==> config.mk <==
export PLATFORM = sky130hd
export DESIGN_NAME = coh_req_arbiter
export DESIGN_NICKNAME = d
export VERILOG_FILES = /design/src/rtl/cache_pkg.sv /design/src/rtl/coh_req_arbiter_rr_pick.sv /design/src/rtl/coh_req_arbiter.sv
export SDC_FILE = /design/constraint.sdc
export NUM_CORES = 1
export LEC_CHECK = 0
export CORE_MARGIN = 1
export CORE_UTILIZATION = 57
export DETAILED_ROUTE_END_ITERATION = 8
export DONT_BUFFER_PORTS = 1
export PLACE_DENSITY = 0.77
export SKIP_CTS_REPAIR_TIMING = 1
export SLEW_MARGIN = 20
export SYNTH_ARGS = -nofsm -noshare
export SYNTH_HDL_FRONTEND = slang
export SYNTH_SLANG_ARGS = --single-unit
export TNS_END_PERCENT = 1
==> constraint.sdc <==
create_clock -name clk -period 1.95 [get_ports clk]
set_input_delay 0.39 -clock clk [delete_from_list [all_inputs] [get_ports clk]]
set_output_delay 0.39 -clock clk [all_outputs]
set_load 0.02 [all_outputs]
==> src/rtl/cache_pkg.sv <==
// Shared cache-coherence types: transaction encodings, arbiter states and
// type-classification helpers.
package cache_pkg;

  localparam int unsigned L1_NUM = 2;

  typedef enum logic [3:0] {
    TT_READ    = 4'd0,
    TT_READX   = 4'd1,
    TT_UPGR    = 4'd2,
    TT_FLUSH   = 4'd3,
    TT_INV_ACK = 4'd4,
    TT_ACK     = 4'd5,
    TT_WRITE   = 4'd6,
    TT_INV     = 4'd7,
    TT_REPLY   = 4'd8,
    TT_REPLY_D = 4'd9
  } transaction_type;

  typedef enum logic [1:0] {
    ARB_IDLE,
    ARB_ISSUE,
    ARB_WAIT_RSP
  } arb_state_type;

  // Requests that leave the arbiter waiting for a directory reply.
  function automatic logic needs_reply(transaction_type t);
    return (t == TT_READ) || (t == TT_READX) || (t == TT_UPGR);
  endfunction

  // Transaction types an L1 is allowed to originate.
  function automatic logic is_l1_legal(logic [3:0] t);
    return (t == TT_READ)    || (t == TT_READX) || (t == TT_UPGR)  ||
           (t == TT_FLUSH)   || (t == TT_INV_ACK) || (t == TT_ACK) ||
           (t == TT_WRITE);
  endfunction

  // Response types that complete an outstanding request.
  function automatic logic is_reply(logic [3:0] t);
    return (t == TT_REPLY) || (t == TT_REPLY_D);
  endfunction

endpackage

==> src/rtl/coh_req_arbiter_rr_pick.sv <==
// Combinational round-robin select: first set request at or after ptr,
// wrapping around the request vector.
module rr_pick #(
  parameter int unsigned N     = 2,
  parameter int unsigned IDX_W = 1
) (
  input  logic [N-1:0]     req,
  input  logic [IDX_W-1:0] ptr,
  output logic [N-1:0]     grant,
  output logic [IDX_W-1:0] idx,
  output logic             any
);

  // Scan N candidates starting at ptr; the first hit wins.
  always_comb begin
    int unsigned cand;
    grant = '0;
    idx   = '0;
    any   = 1'b0;
    cand  = 0;
    for (int unsigned i = 0; i < N; i++) begin
      cand = 32'(ptr) + i;
      if (cand >= N) cand = cand - N;
      if (!any && req[cand]) begin
        any         = 1'b1;
        grant[cand] = 1'b1;
        idx         = IDX_W'(cand);
      end
    end
  end

endmodule

==> src/rtl/coh_req_arbiter.sv <==
// Round-robin arbiter funnelling L1 coherence requests to the directory,
// one transaction outstanding at a time, with illegal-type and response
// timeout detection.
module coh_req_arbiter
  import cache_pkg::*;
#(
  parameter int unsigned L1_NUM  = cache_pkg::L1_NUM,
  parameter int unsigned ADDR_W  = 32,
  parameter int unsigned TIMEOUT = 255
) (
  input  logic                              clk,
  input  logic                              rst_n,
  input  logic [L1_NUM-1:0]                 req_valid,
  output logic [L1_NUM-1:0]                 req_ready,
  input  logic [L1_NUM-1:0][3:0]            req_type,
  input  logic [L1_NUM-1:0][ADDR_W-1:0]     req_addr,
  output logic                              dir_valid,
  input  logic                              dir_ready,
  output logic [3:0]                        dir_type,
  output logic [ADDR_W-1:0]                 dir_addr,
  output logic [$clog2(L1_NUM)-1:0]         dir_src,
  input  logic                              rsp_valid,
  input  logic [3:0]                        rsp_type,
  input  logic [$clog2(L1_NUM)-1:0]         rsp_dst,
  output logic                              err_illegal,
  output logic                              err_timeout
);

  localparam int unsigned IDX_W = $clog2(L1_NUM);
  localparam int unsigned CNT_W = $clog2(TIMEOUT + 1);

  arb_state_type     state_q, state_d;
  logic [IDX_W-1:0]  rr_ptr_q, rr_ptr_d;
  logic [CNT_W-1:0]  wait_cnt_q, wait_cnt_d;
  logic [3:0]        type_q, type_d;
  logic [ADDR_W-1:0] addr_q, addr_d;
  logic [IDX_W-1:0]  src_q, src_d;
  logic              dir_valid_q, dir_valid_d;
  logic              err_illegal_q, err_illegal_d;
  logic              err_timeout_q, err_timeout_d;

  logic [L1_NUM-1:0] pick_grant;
  logic [IDX_W-1:0]  pick_idx;
  logic              pick_any;

  rr_pick #(
    .N     (L1_NUM),
    .IDX_W (IDX_W)
  ) u_rr_pick (
    .req   (req_valid),
    .ptr   (rr_ptr_q),
    .grant (pick_grant),
    .idx   (pick_idx),
    .any   (pick_any)
  );

  // Next-state, capture and error-pulse logic for the arbitration FSM.
  always_comb begin
    state_d       = state_q;
    rr_ptr_d      = rr_ptr_q;
    wait_cnt_d    = wait_cnt_q;
    type_d        = type_q;
    addr_d        = addr_q;
    src_d         = src_q;
    err_illegal_d = 1'b0;
    err_timeout_d = 1'b0;
    req_ready     = '0;

    unique case (state_q)
      ARB_IDLE: begin
        if (rst_n && pick_any) begin
          // Illegal types are still consumed and still rotate priority.
          req_ready = pick_grant;
          rr_ptr_d  = (pick_idx == IDX_W'(L1_NUM - 1)) ? '0 : pick_idx + 1'b1;
          if (is_l1_legal(req_type[pick_idx])) begin
            type_d  = req_type[pick_idx];
            addr_d  = req_addr[pick_idx];
            src_d   = pick_idx;
            state_d = ARB_ISSUE;
          end else begin
            err_illegal_d = 1'b1;
          end
        end
      end
      ARB_ISSUE: begin
        if (dir_ready) begin
          if (needs_reply(transaction_type'(type_q))) begin
            state_d    = ARB_WAIT_RSP;
            wait_cnt_d = '0;
          end else begin
            state_d = ARB_IDLE;
          end
        end
      end
      ARB_WAIT_RSP: begin
        // A matching reply wins over a timeout expiring in the same cycle.
        if (rsp_valid && (rsp_dst == src_q) && is_reply(rsp_type)) begin
          state_d = ARB_IDLE;
        end else if (32'(wait_cnt_q) + 1 >= TIMEOUT) begin
          err_timeout_d = 1'b1;
          state_d       = ARB_IDLE;
        end else begin
          wait_cnt_d = wait_cnt_q + 1'b1;
        end
      end
      default: state_d = ARB_IDLE;
    endcase

    dir_valid_d = (state_d == ARB_ISSUE);
  end

  // State and output registers with synchronous active-low reset.
  always_ff @(posedge clk) begin
    if (!rst_n) begin
      state_q       <= ARB_IDLE;
      rr_ptr_q      <= '0;
      wait_cnt_q    <= '0;
      type_q        <= '0;
      addr_q        <= '0;
      src_q         <= '0;
      dir_valid_q   <= 1'b0;
      err_illegal_q <= 1'b0;
      err_timeout_q <= 1'b0;
    end else begin
      state_q       <= state_d;
      rr_ptr_q      <= rr_ptr_d;
      wait_cnt_q    <= wait_cnt_d;
      type_q        <= type_d;
      addr_q        <= addr_d;
      src_q         <= src_d;
      dir_valid_q   <= dir_valid_d;
      err_illegal_q <= err_illegal_d;
      err_timeout_q <= err_timeout_d;
    end
  end

  assign dir_valid   = dir_valid_q;
  assign dir_type    = type_q;
  assign dir_addr    = addr_q;
  assign dir_src     = src_q;
  assign err_illegal = err_illegal_q;
  assign err_timeout = err_timeout_q;

endmodule

==> run summary <==
For this run the aggregate overflow at the end of global routing stands at 0. The flow ran to the end, but the final reports show violations. Number of H-tree levels: 2. The critical path class is register to register. Walking the worst path, the cells encountered are inv_2, ha_4, nor2_2, o21ai_1, a211o_1, o311ai_4, buf_4, nor3_2, o221a_1.

The clock skew after layout is 0.00578 ns, and the area taken by multi-input logic gates is 0.00164 mm2. The placed instances occupy a cell area of 0.00292 mm2. Dividing total power by cell area gives a power density of 722 mW/mm2. The root buffer cell chosen for the clock tree is sky130_fd_sc_hd__clkbuf_8. Via count: 2005.

The tools report the detailed-routing iteration count for the pre-antenna-repair pass as 4. The slowest stage of the critical path belongs to the cell sky130_fd_sc_hd__dfxtp_4. The critical path contains buffers and inverters numbering 2 combined. Global router's overall resource usage: 0.210. The first global-routing pass estimated 8510 um of wire. The actual slew at the worst max-slew pin was 0.394 ns; the number of global-route vias before repair was 1909. STA classifies the critical path startpoint as a register.

For this run, the top clock speed supported by timing is 508 MHz. From synthesis to final layout, the design area changed by 11.7%. The largest fanout on the critical path is 4, and the clock sink count is 51. The number of buffers on the longest clock path was 2.

Using the TritonRoute via totals, the vias-per-cell ratio works out to 5.66. Clock-pin slew was measured on the worst setup and hold paths at 0.09 ns. The congestion estimate from routability-driven global placement came to 0.845. The die covers 0.00517 mm2. Layout filler cell count: 393. TritonCTS built the clock tree.

The smallest clock period supported by the final layout is computed as 1.97 ns. Number of pins with negative max-slew slack in the final report: 0. The category of the worst setup path capture point is a register. For the number of buffers created by CTS, the log shows 5.

From bottom edge to top edge, the die measures 71.9 um. The detailed router finished its first iteration with 74 violations. The cell count after synthesis came out at 271.

The flip-flop and latch count after synthesis is 51, and the maximum resistive drop on vdd is 0.422 mV. The checks that failed: negative setup slack. The diode insertion count for antenna repair was 0.

Setup repair after global routing could not meet its margin everywhere. Main flop type after synthesis: sky130_fd_sc_hd__dfxtp_1. The smallest setup slack after layout was -0.0204 ns; the number of port buffers was 0. Summing internal, switching and leakage power gives 2.24 mW. For the net count of the mapped netlist, the log shows 356. Counting cells, the worst reg-to-reg path comes to 9. Wires add up to 5360 um. The number of different library cells in the post-synthesis netlist is 48. In this run the number of cells on the critical path is 9.

In this run, synthesis inferred 0 flip-flops with an integrated enable. The logs give 0.210 ns for the worst hold slack across all endpoints and 0.589 for the initial core utilization. Yosys attributes the largest share of cell area to sky130_fd_sc_hd__dfxtp_1 (37%), sky130_fd_sc_hd__mux2i_1 (13%), sky130_fd_sc_hd__mux2_2 (13%). The final count of hold timing violations is 0. The kind of cell with the highest combined delay on the critical path is compound AO/OA/AOI/OAI gates. The die span in x was 71.9 um; the standard-cell row count was 25. Summing all flip-flop and latch instances after layout gives 0.00103 mm2. The largest net degree at the start of global routing is 53. Once detail routing completed, the nets flagged for antenna violations numbered 0. The remaining routing DRC violations came out at 0.

The largest single stage delay on the critical path is 0.37 ns. The proportion of netlist area held by the largest area contributor is 0.367. Setup slack on the worst reg-to-reg path comes out at -0.02 ns. The number of max-cap violations was 0; the setup slack after placement was -0.0967 ns. Classification of the worst-slack hold path: primary input to register. The net count of the finished layout was 371; the remaining max-slew budget at the tightest pin was 0.730. The Yosys step of the flow raised 0 warnings. Setup violations remaining at the end of the flow were counted as 2. For the data arrival time at the worst-slack endpoint, the log shows 2.17 ns. The tools report the required time at the endpoint of the critical path as 2.15 ns. The cell type with the largest total area after synthesis is sky130_fd_sc_hd__dfxtp_1.

The number of antenna violations at the first check in global routing was 0. Sum of net half-perimeters after detailed placement: 3940 um. In this run the cell area of the synthesized design comes to 0.00278 mm2.

The routed wire length per instance was 15.1 um. The clock reaches the later pin of the worst-skew pair after 0.30 ns. Post-route fraction of the period consumed by the critical path: 1.01. The share of the yosys chip area belonging to registers was 0.367; the average footprint of a synthesized cell was 10.3 um2. The proportion of synthesized flip-flops having asynchronous set or reset was 0.

Summing all non-filler instances in the final layout gives an area of 0.00311 mm2. In this run the count of I/O pins placed on the die edge is 125. Core outline area: 0.00472 mm2. The number of instances on the worst hold path was 1. The leakage component of the power was 1.32 nW; the share of post-route cells with drive strength above 1 was 0.307.
[layout by cell type (no fill, tap or decap), types with 2 or more instances in the layout]
master	n
sky130_fd_sc_hd__a21boi_1	5
sky130_fd_sc_hd__a21oi_1	5
sky130_fd_sc_hd__a31oi_1	2
sky130_fd_sc_hd__and2_1	3
sky130_fd_sc_hd__and3_1	4
sky130_fd_sc_hd__buf_12	2
sky130_fd_sc_hd__buf_4	25
sky130_fd_sc_hd__clkbuf_8	6
sky130_fd_sc_hd__dfxtp_1	49
sky130_fd_sc_hd__dfxtp_4	2
sky130_fd_sc_hd__inv_2	3
sky130_fd_sc_hd__mux2_2	32
sky130_fd_sc_hd__mux2i_1	36
sky130_fd_sc_hd__nand2_1	11
sky130_fd_sc_hd__nand2b_1	4
sky130_fd_sc_hd__nand3_1	9
sky130_fd_sc_hd__nor2_1	6
sky130_fd_sc_hd__nor2_2	2
sky130_fd_sc_hd__nor2b_1	33
sky130_fd_sc_hd__nor3_2	2
sky130_fd_sc_hd__o211a_1	2
sky130_fd_sc_hd__o211ai_1	2
sky130_fd_sc_hd__o21a_1	4
sky130_fd_sc_hd__o21ai_0	3
sky130_fd_sc_hd__o221a_1	2
sky130_fd_sc_hd__o311ai_4	2
sky130_fd_sc_hd__o31ai_1	3
sky130_fd_sc_hd__or3_1	5
[synth_stat cells (2+ instances only)]
cell type and count:
sky130_fd_sc_hd__nor3_2 2, sky130_fd_sc_hd__nor2_1 8, sky130_fd_sc_hd__clkbuf_1 8, sky130_fd_sc_hd__o21ai_0 4, sky130_fd_sc_hd__nand3_1 9, sky130_fd_sc_hd__a31oi_1 2
sky130_fd_sc_hd__nor2b_1 33, sky130_fd_sc_hd__o221a_1 2, sky130_fd_sc_hd__nand2b_1 4, sky130_fd_sc_hd__buf_6 5, sky130_fd_sc_hd__buf_4 2, sky130_fd_sc_hd__mux2i_1 36
sky130_fd_sc_hd__a21boi_1 4, sky130_fd_sc_hd__nor4_1 2, sky130_fd_sc_hd__dfxtp_1 51, sky130_fd_sc_hd__o21a_1 4, sky130_fd_sc_hd__ha_1 2, sky130_fd_sc_hd__o211a_1 2
sky130_fd_sc_hd__buf_12 3, sky130_fd_sc_hd__and2_1 3, sky130_fd_sc_hd__o211ai_1 2, sky130_fd_sc_hd__mux2_2 32, sky130_fd_sc_hd__and3_1 5, sky130_fd_sc_hd__a21oi_1 5
sky130_fd_sc_hd__nand2_1 11, sky130_fd_sc_hd__o31ai_1 3, sky130_fd_sc_hd__inv_1 2, sky130_fd_sc_hd__or3_1 5
[power breakdown]
| part | switching (mW) | total (mW) | internal, mW | leakage, nW |
|---|---|---|---|---|
| Clock | 0.331 | 0.746 | 0.415 | 0.0612 |
| Sequential | 0.0851 | 1.17 | 1.09 | 0.416 |
| Combinational | 0.139 | 0.325 | 0.186 | 0.845 |
| Total | 0.556 | 2.24 | 1.69 | 1.32 |
[worst reg2reg max path, cell delays in order (launching register included)]
cell and delay (ns):
sky130_fd_sc_hd__dfxtp_4 0.37, sky130_fd_sc_hd__inv_2 0.04, sky130_fd_sc_hd__ha_4 0.23, sky130_fd_sc_hd__nor2_2 0.08, sky130_fd_sc_hd__o21ai_1 0.07, sky130_fd_sc_hd__a211o_1 0.33
sky130_fd_sc_hd__o311ai_4 0.31, sky130_fd_sc_hd__buf_4 0.17, sky130_fd_sc_hd__nor3_2 0.04, sky130_fd_sc_hd__o221a_1 0.23
[metal layers]
layer	routed length [um]	track usage
met2	2610	0.383
met1	2250	0.225
met5	0	0
met3	417	0.0633
met4	90	0.0871
[metrics by stage]
stage / instances / utilization / setup TNS, ns
finish: 354 / 0.658 / -0.0321
global route: 354 / 0.658 / -1.19
CTS: 352 / 0.644 / -0.867
detailed placement: 344 / 0.619 / -2.04
global placement: 344 / 0.619 / -1.34
floorplan: 271 / - / 0
[logic make-up after synthesis]
| family | share of synthesized area |
|---|---|
| DFF | 0.367 |
| AOI/OAI and AO/OA | 0.106 |
| and+or+nand+nor | 0.189 |
| muxes | 0.259 |
| buffers and inverters | 0.0638 |
| xor gates and xnor gates | 0.00630 |
| adders and majority gates | 0.00899 |
[path summary, 6_finish.rpt]
path | startpoint | to
setup / recovery | wait_cnt_q[0] | wait_cnt_q[5]
hold / removal | rst_n | dir_type[1]
setup reg to reg | wait_cnt_q[0] | wait_cnt_q[5]
hold reg to reg | wait_cnt_q[1] | wait_cnt_q[1]
[state kept, by name, indices dropped and copies added, names as in the netlist, 2 cells and up]
register,count
dir_type,4
state_q,2
wait_cnt_q,8
dir_addr,32
[layout make-up]
cell class,instances,share of cell area
clock buffer,6,0.0266
clock inverter,2,0.0113
inverter,3,0.00362
multi-input combinational,198,0.528
sequential,51,0.331
tap,67,0.0270
timing repair buffer,27,0.0732
Note: power is estimated with default switching activity, not from simulation.
